===== config.mk =====
export PLATFORM = sky130hd
export DESIGN_NAME = booth_div
export DESIGN_NICKNAME = d
export VERILOG_FILES = /design/src/rtl/booth_div.sv
export SDC_FILE = /design/constraint.sdc
export NUM_CORES = 1
export LEC_CHECK = 0
export CELL_PAD_IN_SITES_DETAIL_PLACEMENT = 1
export CELL_PAD_IN_SITES_GLOBAL_PLACEMENT = 1
export CORE_UTILIZATION = 45
export CTS_CLUSTER_SIZE = 8
export DETAILED_ROUTE_END_ITERATION = 8
export GPL_ROUTABILITY_DRIVEN = 0
export HOLD_SLACK_MARGIN = 0.08
export MAX_ROUTING_LAYER = met4
export PLACE_DENSITY_LB_ADDON = 0.1
export SYNTH_ARGS = -nofsm -noshare
export SYNTH_HDL_FRONTEND = slang
export SYNTH_SLANG_ARGS = --single-unit

===== constraint.sdc =====
create_clock -name clk -period 4.58 [get_ports clk]
set_input_delay 0.916 -clock clk [delete_from_list [all_inputs] [get_ports clk]]
set_output_delay 0.916 -clock clk [all_outputs]
set_load 0.03 [all_outputs]

===== src/rtl/booth_div.sv =====
// rtl/booth_div.sv - sequential signed restoring divider (Q = A / B toward zero, R with sign of A)
// Optional macro BOOTH_DIV_ZERO_FAST_EN: divide-by-zero skips CALC/FIX and finishes one cycle after start.
module booth_div #(
  parameter int width = 8
) (
  input  logic             clk,
  input  logic             rst,
  input  logic             en,
  input  logic [width-1:0] A,
  input  logic [width-1:0] B,
  output logic             done,
  output logic [width-1:0] Q,
  output logic [width-1:0] R,
  output logic             div0,
  output logic             ovf
);
  localparam int CW = $clog2(width + 1);
  localparam logic [width-1:0] MIN_VAL = {1'b1, {(width-1){1'b0}}};

  typedef enum logic [1:0] {IDLE, CALC, FIX, DONE} state_t;
  state_t state, state_n;

  logic [CW-1:0]    count;
  logic [width-1:0] rem, dvd, bmag, a_lat;
  logic             sign_q, sign_r, zero_lat, ovf_lat;
  logic [width-1:0] amag_in, bmag_in, diff;
  logic [width:0]   rem_sh;
  logic             ge, b_zero, min_by_neg1;

  // Magnitudes fit unsigned in width bits, including 2^(width-1).
  assign amag_in     = A[width-1] ? -A : A;
  assign bmag_in     = B[width-1] ? -B : B;
  assign b_zero      = (B == '0);
  assign min_by_neg1 = (A == MIN_VAL) && (B == '1);

  assign rem_sh = {rem, dvd[width-1]};
  assign ge     = rem_sh >= {1'b0, bmag};
  assign diff   = rem_sh[width-1:0] - bmag;

  always_ff @(posedge clk) begin
    if (rst) state <= IDLE;
    else     state <= state_n;
  end

  always_comb begin
    state_n = state;
    case (state)
      IDLE: if (en) begin
`ifdef BOOTH_DIV_ZERO_FAST_EN
        state_n = b_zero ? DONE : CALC;
`else
        state_n = CALC;
`endif
      end
      CALC:    if (count == CW'(1)) state_n = FIX;
      FIX:     state_n = DONE;
      DONE:    if (!en) state_n = IDLE;
      default: state_n = IDLE;
    endcase
  end

  always_ff @(posedge clk) begin
    if (rst) begin
      count    <= '0;
      rem      <= '0;
      dvd      <= '0;
      bmag     <= '0;
      a_lat    <= '0;
      sign_q   <= 1'b0;
      sign_r   <= 1'b0;
      zero_lat <= 1'b0;
      ovf_lat  <= 1'b0;
      done     <= 1'b0;
      Q        <= '0;
      R        <= '0;
      div0     <= 1'b0;
      ovf      <= 1'b0;
    end else begin
      // done trails DONE entry by one edge and drops on the edge that sees en low.
      done <= (state == DONE) && en;
      case (state)
        IDLE: if (en) begin
          sign_q   <= A[width-1] ^ B[width-1];
          sign_r   <= A[width-1];
          dvd      <= amag_in;
          bmag     <= bmag_in;
          rem      <= '0;
          count    <= CW'(width);
          a_lat    <= A;
          zero_lat <= b_zero;
          ovf_lat  <= min_by_neg1;
`ifdef BOOTH_DIV_ZERO_FAST_EN
          if (b_zero) begin
            Q    <= '1;
            R    <= A;
            div0 <= 1'b1;
            ovf  <= 1'b0;
          end
`endif
        end
        CALC: begin
          rem   <= ge ? diff : rem_sh[width-1:0];
          dvd   <= {dvd[width-2:0], ge};
          count <= count - CW'(1);
        end
        FIX: begin
          if (zero_lat) begin
            Q    <= '1;
            R    <= a_lat;
            div0 <= 1'b1;
            ovf  <= 1'b0;
          end else begin
            // Most-negative / -1 wraps naturally: qmag = 2^(width-1), positive sign.
            Q    <= sign_q ? -dvd : dvd;
            R    <= sign_r ? -rem : rem;
            div0 <= 1'b0;
            ovf  <= ovf_lat;
          end
        end
        default: ;
      endcase
    end
  end
endmodule

==> results.md <==
* R2R setup slack at 1.94 ns
* Pin count of the biggest net entering global routing at 34
* Main synth FF type: dfxtp_1
* Post-placement cell area at 0.00385 mm^2
* Die height at 90.2 um
* Cell area after synthesis at 0.00350 mm^2
* Hold path endpoint: a_lat[4]$_SDFFE_PP0P_
* Distinct cells, synth at 51
* Clock-pin slew on the worst setup and hold paths at 0.07 ns
* Max Buffers Root-to-Sink at 2
* Setup Fix Bufs, Post-CTS at 0
* Maxcap violations at 0
* Initial Util at 47.5%
* Final Cycle Share at 57.7%
* Worst Hold Class: flip-flop to flip-flop
* Final number of hold-violating endpoints at 0
* Pwr per Cell Area at 631 mW/mm^2
* Final nets at 499
* First-iteration detailed-routing DRC count at 93
* LEAKAGE at 1.52 nW
* Most common cell after layout, fill and taps aside: dfxtp_1
* Synth area leaders: dfxtp_1 (34%), ha_1 (6.8%), nor2_1 (5.8%)
* Htree depth at 3
* Die extent in x at 90.2 um
* WHS Path Cells at 2
* Top cell type's share of synthesized area at 34.3%
* CTS Hold Bufs at 0
* DR vias/cell at 5.53
* Rel. slew slack at 21.6%
* Initial antenna violation count at 0
* Setup violators final at 0
* CTS tree: done
* Pins Over Slew Limit at 0
* Setup tns final at 0 ns
* Clock period minus worst slack at 2.64 ns
* Highest-count cells in the layout ignoring fill and taps: dfxtp_1 (60), nor2_1 (54), nand2_1 (52)
* RSZ-0062 raised after global routing: no
* Total die area at 0.00813 mm^2
* CP required at 4.81 ns
* Antenna Cells at 0
* Sequential fraction of the synthesis area at 34.3%
* Worst vdd ir at 267 uV
* Clk sink count at 60
* Layout cells sized above 1 at 5.17%
* Area growth from synthesis to layout at 15.8%
* Cells after Synth at 437
* Run status: finished, final reports clean
* Reg2Reg Launch Point: rem[3]$_SDFFE_PP0P_
* Worst r2r dst: rem[0]$_SDFFE_PP0P_
* Synth Register Bits at 60
* EDFF count, synth at 0
* First-pass GRT wire length at 15200 um
* Clock buffer count from CTS at 9
* Post-CTS Resized at 0
* Grt ovf at 0
* I/O Buffers at 37
* Synthesized net count at 476
* Skew final at 0.00864 ns
* Total global-route track usage at 23.9%
* Largest area contributor in the netlist: dfxtp_1
* Via count at 3115
* Register-to-Register Path Depth at 6
* Crit end category: flip-flop
* Setup CP Type: flip-flop to flip-flop
* WL final at 8890 um
* CTS root buffer: clkbuf_8
* Cell area after layout at 0.00405 mm^2
* Clk_lat worst skew at 0.34 ns
* CP arrival at 2.87 ns
* Row count at 31
* Pre-antenna DRT Iters at 4
* Hold path start: a_lat[4]$_SDFFE_PP0P_
* Core area at 0.00737 mm^2
* Synth warn at 0
* Worst-Margin Slew at 1.18 ns
* FMAX at 379 MHz
* Vias in the first global route at 3131
* DRC errors left at 0
* Fraction of registers with async set or reset after synthesis at 0%
* Post-DR wirelength/cell at 15.8 um
* DP HPWL at 6580 um
* Startpoint types: flip-flop
* I/O pins at 38
* Worst Path Max Fanout at 11
* Syn avg cell area at 8.01 um^2
* Antenna Nets Post-Route at 0
==> synth_stat cells, types with 6 or more instances <==
master    count
xor2_1       13
nand2_1      52
nor2b_1       6
clkbuf_1     13
o31ai_1       7
mux2i_1      16
a211oi_1     18
o21ai_0      28
nand2b_1      7
nor2_1       54
ha_1         19
a21oi_1      32
inv_1        27
xnor2_1      14
dfxtp_1      60
==> registers in the layout, indices dropped and copies added (netlist names), 2 cells and up <==
register	count
state	2
R	8
Q	8
count	4
bmag	8
a_lat	8
dvd	8
rem	8
==> worst max-delay path, cell delays in order (launching register included) <==
cell	delay (ns)
dfxtp_1	0.50
ha_1	0.34
a21oi_1	0.26
o221ai_1	0.16
a21oi_1	0.86
mux2i_1	0.17
a22o_1	0.24
==> per-stage QoR <==
| stage | utilization [%] | worst slack [ns] | total power [mW] | hold WS, ns | std cells |
|---|---|---|---|---|---|
| 5_1_grt | 55.0 | 1.67 | 2.76 | 0.490 | 563 |
| 6_report | 55.0 | 1.94 | 2.56 | 0.459 | 563 |
| 3_3_place_gp | 52.2 | 1.90 | 2.01 | 0.444 | 548 |
| 2_1_floorplan | - | 2.49 | 1.75 | 0.436 | 437 |
| 3_5_place_dp | 52.2 | 1.83 | 2.06 | 0.450 | 548 |
| 4_1_cts | 55.0 | 1.95 | 2.57 | 0.460 | 563 |
==> cells by family after synthesis <==
kind of cell / synth area share, %
XOR/XNOR: 6.76
adder cells (fa/ha/maj): 7.37
buffers and inverters: 7.11
flip-flops: 34.3
AO/OA/AOI/OAI: 20.4
AND/OR/NAND/NOR: 18.8
multiplexers: 5.22
==> power breakdown <==
group	internal [mW]	total [mW]	leakage [nW]	switching, mW
sequential	0.656	0.796	0.490	0.140
combinational	0.515	1.26	0.927	0.743
clock	0.294	0.503	0.103	0.209
total	1.46	2.56	1.52	1.09
==> how the worst max path moves through the flow <==
stage                        start                    to  slack, ns
3_5_place_dp                    en   rem[7]$_SDFFE_PP0P_       1.83
2_1_floorplan                 B[4]  bmag[6]$_SDFFE_PP0P_       2.49
4_1_cts        rem[3]$_SDFFE_PP0P_   rem[0]$_SDFFE_PP0P_       1.95
6_report       rem[3]$_SDFFE_PP0P_   rem[0]$_SDFFE_PP0P_       1.94
5_1_grt        rem[3]$_SDFFE_PP0P_   rem[0]$_SDFFE_PP0P_       1.67
3_3_place_gp                  A[2]  ovf_lat$_SDFFE_PP0P_       1.90
==> final cells by class <==
class | count | area, um^2
Tap cell | 99 | 124
Clock inverter | 1 | 30.0
Sequential cell | 60 | 1200
Inverter | 27 | 101
Clock buffer | 14 | 173
Multi-Input combinational cell | 324 | 2050
Timing Repair Buffer | 38 | 373
Fill cell | 922 | 3320
==> routing by layer <==
metal	track usage (%)	up-vias	wire, um
li1	-	1554	-
met1	29.8	1490	4250
met2	39.3	54	4240
met3	3.81	17	266
met4	8.47	0	141
met5	-	-	0
(Power assumes the default switching activity.)
